## config.mk

```make
export PLATFORM = sky130hd
export DESIGN_NAME = ddr_a2m_wr_errchk
export DESIGN_NICKNAME = d
export VERILOG_FILES = /design/src/rtl/ddr_a2m_wr_errchk.sv
export SDC_FILE = /design/constraint.sdc
export NUM_CORES = 1
export LEC_CHECK = 0
export CORE_AREA = 2 2 169 171
export DETAILED_ROUTE_END_ITERATION = 10
export DIE_AREA = 0 0 171 173
export GPL_TIMING_DRIVEN = 0
export SYNTH_ARGS = -nofsm -noshare
export SYNTH_HDL_FRONTEND = slang
export SYNTH_SLANG_ARGS = --single-unit
```

## constraint.sdc

```tcl
create_clock -name ACLK -period 5.1 [get_ports ACLK]
set_clock_uncertainty 0.15 [all_clocks]
set_input_delay 1.02 -clock ACLK [delete_from_list [all_inputs] [get_ports ACLK]]
set_output_delay 1.02 -clock ACLK [all_outputs]
set_load 0.03 [all_outputs]
```

## src/rtl/ddr_a2m_wr_errchk.sv

```systemverilog
// AXI write-request legality checker in front of the AXI-to-MBA write path.
// Legal bursts pass through; illegal bursts are drained locally and answered with an in-order SLVERR.
module ddr_a2m_wr_errchk #(
  parameter int unsigned ID_W        = 8,
  parameter int unsigned ADDR_W      = 32,
  parameter int unsigned DATA_W      = 128,
  parameter int unsigned MAX_LEN     = 255,
  parameter int unsigned ALLOW_FIXED = 0,
  parameter int unsigned CHK_4K      = 1,
  parameter int unsigned RFIFO_DEPTH = 4,
  parameter int unsigned OUTST_W     = 4
) (
  input  logic                  ACLK,
  input  logic                  ARESETN,
  input  logic                  S_AWVALID,
  output logic                  S_AWREADY,
  input  logic [ID_W-1:0]       S_AWID,
  input  logic [ADDR_W-1:0]     S_AWADDR,
  input  logic [7:0]            S_AWLEN,
  input  logic [2:0]            S_AWSIZE,
  input  logic [1:0]            S_AWBURST,
  output logic                  M_AWVALID,
  input  logic                  M_AWREADY,
  output logic [ID_W-1:0]       M_AWID,
  output logic [ADDR_W-1:0]     M_AWADDR,
  output logic [7:0]            M_AWLEN,
  output logic [2:0]            M_AWSIZE,
  output logic [1:0]            M_AWBURST,
  input  logic                  S_WVALID,
  output logic                  S_WREADY,
  input  logic [DATA_W-1:0]     S_WDATA,
  input  logic [DATA_W/8-1:0]   S_WSTRB,
  input  logic                  S_WLAST,
  output logic                  M_WVALID,
  input  logic                  M_WREADY,
  output logic [DATA_W-1:0]     M_WDATA,
  output logic [DATA_W/8-1:0]   M_WSTRB,
  output logic                  M_WLAST,
  input  logic                  M_BVALID,
  output logic                  M_BREADY,
  input  logic [ID_W-1:0]       M_BID,
  input  logic [1:0]            M_BRESP,
  output logic                  S_BVALID,
  input  logic                  S_BREADY,
  output logic [ID_W-1:0]       S_BID,
  output logic [1:0]            S_BRESP,
  output logic                  ERR_PULSE,
  output logic [4:0]            ERR_CODE
);

  localparam int unsigned MAX_SIZE = $clog2(DATA_W / 8);
  localparam int unsigned PTR_W    = $clog2(RFIFO_DEPTH);

  localparam logic [1:0] ST_IDLE  = 2'd0;
  localparam logic [1:0] ST_DRAIN = 2'd1;
  localparam logic [1:0] ST_WAITB = 2'd2;
  localparam logic [1:0] ST_RESP  = 2'd3;

  localparam logic [1:0] BURST_FIXED = 2'b00;
  localparam logic [1:0] BURST_INCR  = 2'b01;
  localparam logic [1:0] BURST_WRAP  = 2'b10;
  localparam logic [1:0] RESP_SLVERR = 2'b10;

  logic [1:0]         state_q, state_d;
  logic [OUTST_W-1:0] outst_q;
  logic [ID_W-1:0]    err_id_q;
  logic [RFIFO_DEPTH-1:0] rf_q;
  logic [PTR_W:0]     rf_wr_q, rf_rd_q;

  logic size_err, burst_err, len_err, wrap_err, bound_err, aw_err;
  logic [13:0] addr_lo, span_bytes, span_end;
  logic rf_empty, rf_full, head_err;
  logic aw_hs, w_pop, b_hs, cnt_inc;

  // Request legality, evaluated on the live AW payload
  always_comb begin
    addr_lo    = 14'(S_AWADDR[11:0]) & ~((14'(1) << S_AWSIZE) - 14'(1));
    span_bytes = (14'(S_AWLEN) + 14'(1)) << S_AWSIZE;
    span_end   = addr_lo + span_bytes;
    size_err   = 32'(S_AWSIZE) > MAX_SIZE;
    burst_err  = (S_AWBURST == 2'b11) || ((S_AWBURST == BURST_FIXED) && (ALLOW_FIXED == 0));
    len_err    = 32'(S_AWLEN) > MAX_LEN;
    wrap_err   = (S_AWBURST == BURST_WRAP) &&
                 !((S_AWLEN == 8'd1) || (S_AWLEN == 8'd3) || (S_AWLEN == 8'd7) || (S_AWLEN == 8'd15));
    bound_err  = (CHK_4K != 0) && (S_AWBURST == BURST_INCR) && (span_end > 14'd4096);
    aw_err     = size_err | burst_err | len_err | wrap_err | bound_err;
  end

  assign rf_empty = (rf_wr_q == rf_rd_q);
  assign rf_full  = (rf_wr_q[PTR_W] != rf_rd_q[PTR_W]) &&
                    (rf_wr_q[PTR_W-1:0] == rf_rd_q[PTR_W-1:0]);
  assign head_err = rf_q[rf_rd_q[PTR_W-1:0]];

  assign S_AWREADY = (state_q == ST_IDLE) && !rf_full && (outst_q != {OUTST_W{1'b1}}) &&
                     (!M_AWVALID || M_AWREADY);
  assign aw_hs     = S_AWVALID && S_AWREADY;
  assign cnt_inc   = aw_hs && !aw_err;

  // W routing follows the legality of the oldest accepted burst
  assign S_WREADY = !rf_empty && (head_err || M_WREADY);
  assign M_WVALID = !rf_empty && !head_err && S_WVALID;
  assign M_WDATA  = S_WDATA;
  assign M_WSTRB  = S_WSTRB;
  assign M_WLAST  = S_WLAST;
  assign w_pop    = S_WVALID && S_WREADY && S_WLAST;

  assign b_hs = M_BVALID && M_BREADY;

  always_ff @(posedge ACLK or negedge ARESETN) begin
    if (!ARESETN) begin
      rf_q    <= '0;
      rf_wr_q <= '0;
      rf_rd_q <= '0;
    end else begin
      if (aw_hs) begin
        rf_q[rf_wr_q[PTR_W-1:0]] <= aw_err;
        rf_wr_q <= rf_wr_q + (PTR_W+1)'(1);
      end
      if (w_pop) rf_rd_q <= rf_rd_q + (PTR_W+1)'(1);
    end
  end

  // Downstream AW register: holds stable until accepted
  always_ff @(posedge ACLK or negedge ARESETN) begin
    if (!ARESETN) begin
      M_AWVALID <= 1'b0;
      M_AWID    <= '0;
      M_AWADDR  <= '0;
      M_AWLEN   <= '0;
      M_AWSIZE  <= '0;
      M_AWBURST <= '0;
    end else if (cnt_inc) begin
      M_AWVALID <= 1'b1;
      M_AWID    <= S_AWID;
      M_AWADDR  <= S_AWADDR;
      M_AWLEN   <= S_AWLEN;
      M_AWSIZE  <= S_AWSIZE;
      M_AWBURST <= S_AWBURST;
    end else if (M_AWREADY) begin
      M_AWVALID <= 1'b0;
    end
  end

  always_ff @(posedge ACLK or negedge ARESETN) begin
    if (!ARESETN) begin
      outst_q   <= '0;
      err_id_q  <= '0;
      ERR_PULSE <= 1'b0;
      ERR_CODE  <= '0;
    end else begin
      if (cnt_inc && !b_hs)      outst_q <= outst_q + OUTST_W'(1);
      else if (!cnt_inc && b_hs) outst_q <= outst_q - OUTST_W'(1);
      ERR_PULSE <= aw_hs && aw_err;
      if (aw_hs && aw_err) begin
        err_id_q <= S_AWID;
        ERR_CODE <= {bound_err, wrap_err, len_err, burst_err, size_err};
      end
    end
  end

  always_ff @(posedge ACLK or negedge ARESETN) begin
    if (!ARESETN) state_q <= ST_IDLE;
    else          state_q <= state_d;
  end

  // Next state and B-channel muxing; the error response waits for all older legal B's
  always_comb begin
    state_d  = state_q;
    S_BVALID = M_BVALID;
    S_BID    = M_BID;
    S_BRESP  = M_BRESP;
    M_BREADY = S_BREADY;
    case (state_q)
      ST_IDLE:  if (aw_hs && aw_err) state_d = ST_DRAIN;
      ST_DRAIN: if (w_pop && head_err) state_d = ST_WAITB;
      ST_WAITB: if (outst_q == '0) state_d = ST_RESP;
      ST_RESP: begin
        S_BVALID = 1'b1;
        S_BID    = err_id_q;
        S_BRESP  = RESP_SLVERR;
        M_BREADY = 1'b0;
        if (S_BREADY) state_d = ST_IDLE;
      end
      default: state_d = ST_IDLE;
    endcase
  end

endmodule

```

======== Yosys cells after proc, flatten, opt, wreduce, memory -nomap -nowiden ========
Index checks and enable logic that the tools add are counted.
operators by class
  equality and inequality tests ........... 18
  bitwise gates (word level) .............. 5
  multiplexer cells ....................... 18
  reductions and logical operators ........ 39
  $add $sub $neg .......................... 7
  order comparisons ....................... 5
  shift operators ......................... 2
operators by type and width
  cell                     count
  $logic_and A1 B1 Y1      19
  $add A14 B14 Y14         1
  $and A12 B14 Y14         1
  $gt A14 B13 Y1 const B   1
  $not A14 Y14             1
  $shl A1 B3 Y14 const A   1
  $shl A9 B3 Y14           1
  $sub A14 B1 Y14 const B  1
  $mux W2                  5
  $add A8 B1 Y9 const B    1
  $eq A2 B2 Y1 const B     4
  $eq A8 B1 Y1 const B     1
  $eq A8 B2 Y1 const B     1
  $eq A8 B3 Y1 const B     1
  $eq A8 B4 Y1 const B     1
  $logic_not A1 Y1         8
  $mux W4                  2
  $mux W8                  1
  $pmux W2 S4              1
  $add A3 B1 Y3 const B    2
  $logic_or A1 B1 Y1       6
  $lt A2 B3 Y1 const B     2
  $mux W1                  6
  $ne A2 B2 Y1 const B     3
  other kinds (18)         23
word-level totals
  flip-flop bits (word level) ............. 83
  output and inout bits ................... 220
  input bits .............................. 216

======== Logic depth before layout (Yosys ltp) ========
Gate-level depths: netlist of the first run.
  depth in word-level cells ............... 14
  gate-level depth with buffers ........... 29
  mapped depth without buffers ............ 25

======== Worst setup path after synthesis of the first run ========
Ideal clock, no wire load.
  kind .................................... input to register
  from .................................... input port S_AWSIZE[0]
  to ...................................... register outst_q[3]
  setup time .............................. 125 ps
  stages .................................. 28
  slack ................................... -1006 ps
  arrival ................................. 5831 ps
  cells stage by stage .................... clkbuf_1 -> inv_1 -> nand3_1 -> a21oi_1 -> a211oi_1 -> nor2_1 -> a21oi_1 -> nor2_1 -> a21oi_1 -> ha_1 -> a21o_1 -> a221oi_2 -> mux2i_1 -> o221ai_1 -> o41a_1 -> o311a_1 -> or4_1 -> buf_6 -> buf_6 -> inv_1 -> ha_1 -> inv_1 -> ha_1 -> a21o_1 -> a21oi_1 -> xnor2_1 -> nor2_1 -> xor2_1
between the ends
  word-level cells in the longest chain between the ends .. 13
  elaborated cells on any way between the ends .. 19
RTL lines
  what                          RTL line  source
  from (decl)                   20        input logic [2:0] S_AWSIZE,
  $shl A1 B3 Y14                77        addr_lo = 14'(S_AWADDR[11:0]) & ~((14'(1) << S_AWSIZE) - 14'(1));
  $sub A14 B1 Y14               77
  $not A14 Y14                  77
  $and A12 B14 Y14              77
  $add A14 B14 Y14              79        span_end = addr_lo + span_bytes;
  $gt A14 B13 Y1                85        bound_err = (CHK_4K != 0) && (S_AWBURST == BURST_INCR) && (span_end > 14'd4096);
  $logic_and A1 B1 Y1           85
  $or A1 B1 Y1 *                86        aw_err = size_err | burst_err | len_err | wrap_err | bound_err;
  $logic_not A1 Y1 *            97        assign cnt_inc = aw_hs && !aw_err;
  $logic_and A1 B1 Y1 *         97
  via cnt_inc                   73        logic aw_hs, w_pop, b_hs, cnt_inc;
  $logic_not A1 Y1              152       else if (!cnt_inc && b_hs) outst_q <= outst_q - OUTST_W'(1);
  $logic_and A1 B1 Y1           152
  $reduce_bool A2 Y1 (no line)  -
  to (signal assigned)          151       if (cnt_inc && !b_hs) outst_q <= outst_q + OUTST_W'(1);
  to (signal assigned)          152
  to (decl)                     65        logic [OUTST_W-1:0] outst_q;
The timed path passes the listed nets; every way through them passes the cells marked *.
A chain may end at the register's enable or synchronous reset.

======== Final worst setup path of the first run ========
  from .................................... input port S_AWLEN[0]
  to ...................................... register outst_q[3]
between the ends
  word-level cells in the longest chain between the ends .. 13
  elaborated cells on any way between the ends .. 23
RTL lines
  what                                                                      RTL line  source
  from (decl)                                                               19        input logic [7:0] S_AWLEN,
  parallel branches: the longest is 7 deep, another holds $add A14 B14 Y14  -
  $or A1 B1 Y1 *                                                            86
  $logic_not A1 Y1 *                                                        97
  $logic_and A1 B1 Y1 *                                                     97
  via cnt_inc                                                               73
  $logic_not A1 Y1                                                          152
  $logic_and A1 B1 Y1                                                       152
  $reduce_bool A2 Y1 (no line)                                              -
Mark *: on every way through the listed nets, which the timed path passes.

==> flow_summary.json, run 1 <==
{
  "min_from": "ERR_CODE[3]$_DFFE_PN0P_",
  "synthTopCellsByArea": "dfrtp_1, buf_4, mux2_4",
  "place_inst": 1275,
  "finalHoldViolations": 0,
  "syn_inst": 608,
  "synthFlopType": "dfrtp_1",
  "die_w_um": 171,
  "rsz0062_at_grt": "yes",
  "hold_buffers": 0,
  "synth.avg_cell_area_um2": 10.3,
  "vias": 5453,
  "drc": 0,
  "maxCapViolations": 0,
  "setup_viol": 11,
  "io_pins": 436,
  "period_minus_slack_ns": 5.50,
  "finalSetupTns_ns": -2.19,
  "violations": "negative setup slack",
  "cts_inserted_buffers": 9,
  "gp_congestion": 0.859,
  "power_mw": 2.28,
  "wl_per_cell_um": 14.6,
  "io_buffers": 288,
  "fmax_mhz": 182,
  "grt_first_pass_wirelength_um": 28900,
  "antenna_found_initial": 1,
  "detail-route-antenna-nets": 0,
  "root_buffer": "clkbuf_16",
  "routed_wl_um": 19400,
  "yosysMostFrequentCell": "buf_4",
  "holdPathEnd": "ERR_CODE[3]$_DFFE_PN0P_",
  "place_area_mm2": 0.00973,
  "start_kind": "input pin",
  "overflow": 0,
  "path_clk_slew_ns": 0.06,
  "worst_slew_pin_slew_ns": 0.551,
  "die_area_mm2": 0.0296,
  "outcome": "finished with violations",
  "finalMaxSlewViolations": 0,
  "powerDensity_mw_per_mm2": 212,
  "r2r_slack_ns": 1.65,
  "ys_ff_latch": 83,
  "required_ns": 5.17,
  "min_delay_path_depth": 1,
  "rows": 61,
  "area_delta_synth_final_pct": 72.4,
  "core_area_mm2": 0.0276,
  "drt-vias-per-instance": 4.12,
  "synth.top_cell.area_share": 0.333,
  "crit_fanout": 6,
  "finalCritPeriodShare": 1.08,
  "die_h_um": 173,
  "antennaDiodeCount": 0,
  "place_hpwl_um": 15100,
  "utilization": 0.389,
  "yosysWarnings": 0,
  "critPathKind": "input pin to flip-flop",
  "drive_above_1_share": 0.374,
  "ir_drop_mv": 0.185,
  "slew_headroom": 0.629,
  "cts_tree": "done",
  "grt_util_all_layers": 0.122,
  "pre_cts_slack_ns": -2.01,
  "grt_max_degree": 57,
  "synth_common_cells": "buf_4, dfrtp_1, mux2_4",
  "fin_cells": 1324,
  "cp-end-kind": "flip-flop",
  "clock-sinks": 83,
  "r2r_cells": 16,
  "first_global_vias": 5571,
  "hold_ws_ns": 0.331,
  "syn_nets": 854,
  "synth_area_leader_cell": "dfrtp_1",
  "ys_types": 65,
  "critPathSlowestCell": "or4_4",
  "r2r-start": "state_q[0]$_DFFE_PN0P_",
  "r2r_end": "outst_q[3]$_DFFE_PN0P_",
  "synthArstFlopShare": 1.00,
  "critPathArrivalTime_ns": 5.56,
  "worstHoldPathType": "flip-flop to flip-flop",
  "slowest_delay_ns": 0.46,
  "drt_pass1_iterations": 4,
  "drtIter0Drc": 169,
  "nets": 1187,
  "setup_ws_ns": -0.396,
  "insertion_delay_ns": 0.33,
  "clockBufferDepth": 2,
  "synth_seq_area_share": 0.333,
  "start_util": 0.226,
  "postLayoutCellArea_mm2": 0.0108,
  "htreeDepth": 3,
  "p_leak_nw": 4.98,
  "synth_edf_count": 0,
  "netlist_area_mm2": 0.00624
}
[worst max-delay path by stage]
stage | from | cells past startpoint | slack, ns | to
floorplan | S_AWLEN[2] | 26 | -0.50 | outst_q[3]$_DFFE_PN0P_
global placement | S_AWLEN[0] | 26 | -2.02 | outst_q[3]$_DFFE_PN0P_
detailed placement | S_AWLEN[0] | 26 | -2.01 | outst_q[3]$_DFFE_PN0P_
CTS | S_AWLEN[0] | 29 | -0.44 | outst_q[3]$_DFFE_PN0P_
global route | S_AWLEN[0] | 29 | -0.66 | outst_q[3]$_DFFE_PN0P_
finish | S_AWLEN[0] | 27 | -0.40 | outst_q[3]$_DFFE_PN0P_
[logic make-up after synthesis]
group | synth area share
fa+ha+maj | 0.0626
simple gates | 0.0806
buf+inv | 0.212
other cells | 0.000601
mux | 0.176
flops | 0.333
compound gates | 0.110
xor+xnor | 0.0253
[cell usage in the layout (no fill, tap or decap), drive strengths merged, types with 4 or more instances in the layout]
master           n
clkdlybuf4s50  278
clkbuf          30
nor2b            5
a21o             9
a211oi           5
nor2            22
buf            193
ha              28
a21oi           29
a41oi            5
and3             5
or2              4
dfrtp           83
clkinv           4
inv             22
o21ai           21
xnor2           13
a21boi           4
mux2            77
xor2             5
nor3             7
nand3           10
nand2           24
o21a             5
nand2b           5
[state kept, by name, summed over array words and instances, names as in the netlist, 4 cells and up]
signal    flops
err_id_q      8
ERR_CODE      4
M_AWID        8
M_AWLEN       8
outst_q       4
M_AWADDR     32
rf_q          4
[layout make-up]
cell class	count	area, um2
buffer	169	1310
multi-input combinational	332	3200
tap	378	473
clock buffer	10	239
fill	2734	16900
sequential	83	2080
inverter	22	90.1
clock inverter	6	87.6
timing repair buffer	324	3280
[critical path: cells and delay by family]
kind	cells	cell delay [ns]
adder cells (fa/ha/maj)	4	0.81
AO/OA/AOI/OAI	9	1.70
buffers and inverters	6	0.64
multiplexers	1	0.18
AND/OR/NAND/NOR	4	0.72
XOR/XNOR	3	0.46
[layer usage]
metal | track usage | vias to the layer above | routed length (um)
met5 | 0 | - | 0
met4 | 0.0321 | 0 | 332
met3 | 0.0288 | 19 | 1550
met2 | 0.219 | 257 | 9820
met1 | 0.144 | 2547 | 7670
li1 | - | 2630 | -
[power by group]
group          total [mW]  switching (mW)  internal (mW)
registers           0.728          0.0420          0.686
logic               0.820           0.395          0.425
clock network       0.731           0.287          0.444
[timing repair]
item	in CTS	in global routing
gates resized for setup	77	52
setup buffers	22	9
pin swaps	23	26
cloned	0	4
endpoints found under the setup margin	77	69
Note: power is estimated with default switching activity, not from simulation.
==> run 2, diff against run 1 <==
PLACE_DENSITY_LB_ADDON = 0.3   (was not set)
==> run 2 against run 1 <==
Against the previous run:
- combinational power up 3.9%
- the flow still finishes with violations (negative setup slack)
- final area up 0.37%
- non-clock buffer count up 5
- sequential cell count unchanged
- total power up 2.1%
- maximum frequency down 1.7%
- clock power up 2%
==> flow_summary.json, run 2 (synthesis results as in run 1) <==
{
  "outcome": "finished with violations",
  "violations": "negative setup slack",
  "setup_ws_ns": -0.494,
  "power_mw": 2.33,
  "routed_wl_um": 19500,
  "vias": 5545,
  "r2r_slack_ns": 1.63,
  "slew_headroom": 0.640,
  "slowest_delay_ns": 0.46,
  "largest_reg_flops": 32,
  "drt-vias-per-instance": 4.17,
  "io_pins": 436,
  "place_hpwl_um": 15000,
  "finalCritPeriodShare": 1.10,
  "die_area_mm2": 0.0296,
  "first_global_vias": 5625,
  "r2r_cells": 16,
  "path_clk_slew_ns": 0.07,
  "final_common_cell": "clkdlybuf4s50_1",
  "setup_viol": 3,
  "place_inst": 1275,
  "fmax_mhz": 179,
  "critPathKind": "input pin to flip-flop",
  "drtIter0Drc": 155,
  "top_register": "M_AWADDR",
  "hold_ws_ns": 0.323,
  "r2r_end": "outst_q[3]$_DFFE_PN0P_",
  "drt_pass1_iterations": 4,
  "core_area_mm2": 0.0276,
  "r2r-start": "state_q[0]$_DFFE_PN0P_",
  "powerDensity_mw_per_mm2": 216,
  "detail-route-antenna-nets": 0,
  "antennaDiodeCount": 0,
  "cp.depth": 27,
  "die_h_um": 173,
  "grt_first_pass_wirelength_um": 29100,
  "rsz0062_at_grt": "yes",
  "path_buf_inv": 7,
  "overflow": 0,
  "crit_family": "compound AO/OA/AOI/OAI gates",
  "insertion_delay_ns": 0.35,
  "crit_path_start": "S_AWLEN[3]",
  "antenna_found_initial": 0,
  "root_buffer": "clkbuf_16",
  "htreeDepth": 3,
  "finalSetupTns_ns": -1.09,
  "cts_inserted_buffers": 9,
  "drc": 0,
  "utilization": 0.391,
  "endpoint": "outst_q[3]$_DFFE_PN0P_",
  "worst_slew_pin_slew_ns": 0.539,
  "start_kind": "input pin",
  "critPathArrivalTime_ns": 5.67,
  "hold_buffers": 0,
  "period_minus_slack_ns": 5.59,
  "required_ns": 5.18,
  "cts_tree": "done",
  "wl_per_cell_um": 14.7,
  "die_w_um": 171,
  "fin_cells": 1329,
  "finalMaxSlewViolations": 0,
  "crit_fanout": 6,
  "grt_util_all_layers": 0.124,
  "worstHoldPathType": "flip-flop to flip-flop",
  "drive_above_1_share": 0.386,
  "p_leak_nw": 4.97,
  "final_cell_mix": "clkdlybuf4s50_1, buf_4, dfrtp_1, mux2_4, mux2_2",
  "critPathSlowestCell": "or4_4",
  "grt_max_degree": 61,
  "clockBufferDepth": 2,
  "area_delta_synth_final_pct": 73.0,
  "ir_drop_mv": 0.146,
  "clock-sinks": 83,
  "nets": 1192,
  "cp-end-kind": "flip-flop",
  "finalHoldViolations": 0,
  "rows": 61,
  "gp_congestion": 0.822,
  "io_buffers": 288,
  "start_util": 0.226,
  "maxCapViolations": 0
}
## run 2: what timing repair did
action	4_1_cts	5_1_grt
gates resized for setup	98	44
endpoints found under the hold margin	0	0
setup buffers	24	16
setup endpoints to repair	77	65
pin swaps	23	30
## run 2: layout make-up
cell class / instances / area [um2]
multi-input cells: 332 / 3280
plain buffers: 169 / 1280
repair buffers: 329 / 3250
fillers: 2731 / 16800
inverters: 22 / 103
flip-flops and latches: 83 / 2080
clock inverters: 7 / 105
well taps: 378 / 473
clock buffers: 9 / 225
## run 2: how the worst min path moves through the flow
stage / start / to / slack, ns / depth (start not counted)
after floorplan: rf_rd_q[2]$_DFFE_PN0P_ / rf_rd_q[2]$_DFFE_PN0P_ / 0.31 / 1
after detailed placement: ERR_CODE[0]$_DFFE_PN0P_ / ERR_CODE[0]$_DFFE_PN0P_ / 0.32 / 1
after global routing: ERR_CODE[0]$_DFFE_PN0P_ / ERR_CODE[0]$_DFFE_PN0P_ / 0.35 / 1
after global placement: ERR_CODE[0]$_DFFE_PN0P_ / ERR_CODE[0]$_DFFE_PN0P_ / 0.31 / 1
final: ERR_CODE[0]$_DFFE_PN0P_ / ERR_CODE[0]$_DFFE_PN0P_ / 0.32 / 1
after CTS: ERR_CODE[0]$_DFFE_PN0P_ / ERR_CODE[0]$_DFFE_PN0P_ / 0.33 / 1
## run 2: per-layer routing
| metal | wire length (um) | part of all wire | vias up | global-route usage |
|---|---|---|---|---|
| li1 | - | - | 2639 | - |
| met3 | 1410 | 0.072 | 21 | 0.0272 |
| met2 | 9690 | 0.50 | 276 | 0.218 |
| met1 | 8130 | 0.42 | 2609 | 0.150 |
| met4 | 265 | 0.014 | 0 | 0.0350 |
| met5 | 0 | 0 | - | 0 |
## run 2: through the flow
stage | setup WS, ns | area, um2
4_1_cts | -0.394 | 10500
6_report | -0.494 | 10800
5_1_grt | -0.704 | 10800
3_3_place_gp | -2.06 | 9710
3_5_place_dp | -2.03 | 9730
2_1_floorplan | -0.497 | 6350
## run 2: worst register-to-register path: stages, from the launching register on
cell,delay [ns]
dfrtp_1,0.40
inv_1,0.10
ha_1,0.24
nand3_1,0.10
a31oi_1,0.26
nand2_1,0.25
or4_4,0.63
buf_12,0.16
clkinv_8,0.04
ha_4,0.13
inv_4,0.05
ha_4,0.20
a21o_1,0.16
a21oi_2,0.14
xnor2_1,0.12
nor2_1,0.07
xor2_1,0.15
## run 2: where the power goes
part,internal (mW),leakage (nW),switching [mW]
combinational,0.444,3.67,0.407
sequential,0.686,1.14,0.0415
clock,0.438,0.159,0.311
total,1.57,4.97,0.759
==> run 3, diff against run 2 <==
DONT_BUFFER_PORTS = 1   (was not set)
==> run 3 against run 2 <==
Against the previous run:
- the run still ends with negative setup slack left
- utilization shrank 12 points
- global-route usage fell by 1.7 points
- final area down 30%
- first-iteration DRC count decreased by 22%
- total power fell by 13%
- worst setup slack better by 0.13 ns
- worst hold slack worse by 0.11 ns
- die area unchanged
- sequential cell count did not move
- clock-buffer cell count up 1
==> flow_summary.json, run 3 (synthesis results as in run 1) <==
{
  "p_sw_mw": 0.685,
  "cts_tree": "done",
  "critPathArrivalTime_ns": 5.54,
  "outcome": "finished with violations",
  "fillCellCount": 2933,
  "insertion_delay_ns": 0.35,
  "largest_reg_flops": 32,
  "wl_per_cell_um": 16.5,
  "clock-sinks": 83,
  "hold_ws_ns": 0.215,
  "violations": "negative setup slack",
  "slew_headroom": 0.352,
  "place_hpwl_um": 13200,
  "root_buffer": "clkbuf_16",
  "overflow": 0,
  "io_pins": 436,
  "core_area_mm2": 0.0276,
  "area_delta_synth_final_pct": 21.0,
  "io_buffers": 0,
  "ir_drop_mv": 0.138,
  "drt-vias-per-instance": 4.27,
  "fmax_mhz": 183,
  "setup_viol": 10,
  "drtIter0Drc": 121,
  "grt_util_all_layers": 0.107,
  "cts_inserted_buffers": 9,
  "first_global_vias": 4020,
  "grt_max_degree": 84,
  "path_clk_slew_ns": 0.07,
  "antenna_found_initial": 1,
  "die_h_um": 173,
  "routed_wl_um": 16800,
  "cp-end-kind": "flip-flop",
  "maxCapViolations": 0,
  "grt_first_pass_wirelength_um": 24100,
  "rsz0062_at_grt": "yes",
  "powerDensity_mw_per_mm2": 269,
  "rows": 61,
  "critPathKind": "input pin to flip-flop",
  "finalHoldViolations": 0,
  "die_area_mm2": 0.0296,
  "area.sequential_mm2": 0.00208,
  "die_w_um": 171,
  "p_int_mw": 1.35,
  "r2r_slack_ns": 1.04,
  "final_common_cell": "buf_4",
  "place_inst": 986,
  "crit_fanout": 8,
  "vias": 4368,
  "slowest_delay_ns": 0.45,
  "setup_ws_ns": -0.362,
  "clockBufferDepth": 2,
  "drt_pass1_iterations": 4,
  "period_minus_slack_ns": 5.46,
  "power_mw": 2.03,
  "fin_cells": 1022,
  "worstHoldPathType": "input pin to async pin",
  "required_ns": 5.18,
  "utilization": 0.273,
  "critPathSlowestCell": "or4_4",
  "switching_share": 0.337,
  "finalMaxSlewViolations": 0,
  "drc": 0,
  "gp_congestion": 0.775,
  "multi_input_area_mm2": 0.00315,
  "power_frac_clock": 0.348,
  "antennaDiodeCount": 0,
  "seqPwrFrac": 0.358,
  "nets": 885,
  "finalCritPeriodShare": 1.07,
  "htreeDepth": 3,
  "top_register": "M_AWADDR",
  "start_util": 0.226,
  "final_cell_mix": "buf_4, dfrtp_1, mux2_4, mux2_2, nand2_1",
  "worst_slew_pin_slew_ns": 0.967,
  "power_frac_comb": 0.294,
  "drive_above_1_share": 0.506,
  "detail-route-antenna-nets": 0,
  "start_kind": "input pin",
  "p_leak_nw": 3.71
}
run 3: cell count changes in the layout (fill, tap and decap cells not counted), moves of 3 or more:
cell | previous run | this run
clkdlybuf4s50_1 | 278 | 0
buf_12 | 5 | 2
buf_4 | 187 | 167
buf_6 | 7 | 4
o21ai_0 | 10 | 13
clkbuf_2 | 2 | 5
run 3: layout make-up:
| cell class | instances | area share |
|---|---|---|
| Tap cell | 378 | 0.0627 |
| Sequential cell | 83 | 0.275 |
| Buffer | 169 | 0.169 |
| Clock inverter | 6 | 0.00945 |
| Timing Repair Buffer | 22 | 0.0227 |
| Inverter | 22 | 0.0123 |
| Multi-Input combinational cell | 332 | 0.417 |
| Clock buffer | 10 | 0.0317 |
run 3: metal layers:
metal	global-route usage	part of all wire	vias up
met5	0	0	-
met4	0.0353	0.015	0
met3	0.0304	0.088	16
met2	0.186	0.50	249
met1	0.126	0.40	2078
li1	-	-	2025
run 3: per-stage QoR:
| stage | setup slack, ns | TNS [ns] | instance area (um2) |
|---|---|---|---|
| after global placement | -1.26 | -35.64 | 6830 |
| final | -0.362 | -1.10 | 7550 |
| after floorplan | -0.497 | -1.18 | 6350 |
| after global routing | -0.574 | -4.00 | 7550 |
| after CTS | -0.370 | -0.813 | 7470 |
| after detailed placement | -1.24 | -33.14 | 6830 |
run 3: worst paths after layout:
path | to | from | depth (start not counted)
max | outst_q[3]$_DFFE_PN0P_ | S_AWLEN[2] | 28
min | M_AWVALID$_DFFE_PN0P_ | ARESETN | 0
max reg2reg | outst_q[3]$_DFFE_PN0P_ | state_q[0]$_DFFE_PN0P_ | 16
min reg2reg | outst_q[3]$_DFFE_PN0P_ | outst_q[3]$_DFFE_PN0P_ | 1
max in group asynchronous | M_AWLEN[0]$_DFFE_PN0P_ | ARESETN | 0
min in group ACLK | outst_q[3]$_DFFE_PN0P_ | outst_q[3]$_DFFE_PN0P_ | 1
run 3: power groups by stage:
| stage | clock, mW | combinational (mW) | sequential [mW] |
|---|---|---|---|
| 2_1_floorplan | 0 | 0.480 | 0.731 |
| 3_3_place_gp | 0 | 0.539 | 0.740 |
| 3_5_place_dp | 0 | 0.540 | 0.741 |
| 4_1_cts | 0.732 | 0.585 | 0.728 |
| 5_1_grt | 0.763 | 0.647 | 0.732 |
| 6_report | 0.706 | 0.597 | 0.727 |
run 3: worst max-delay path: cells and delay by family:
family	cells	cell delay [ns]
AOI/OAI and AO/OA	10	2.12
and+or+nand+nor	7	0.95
adders and majority gates	3	0.58
buffers and inverters	5	0.50
xor gates and xnor gates	2	0.29
muxes	1	0.07
run 3: repair_timing:
action | in CTS | in global routing
cloned | 1 | 0
pin swaps | 20 | 16
hold buffers | 0 | 0
gates resized for setup | 44 | 14
buffers inserted | 17 | 4
setup endpoints to repair | 59 | 58
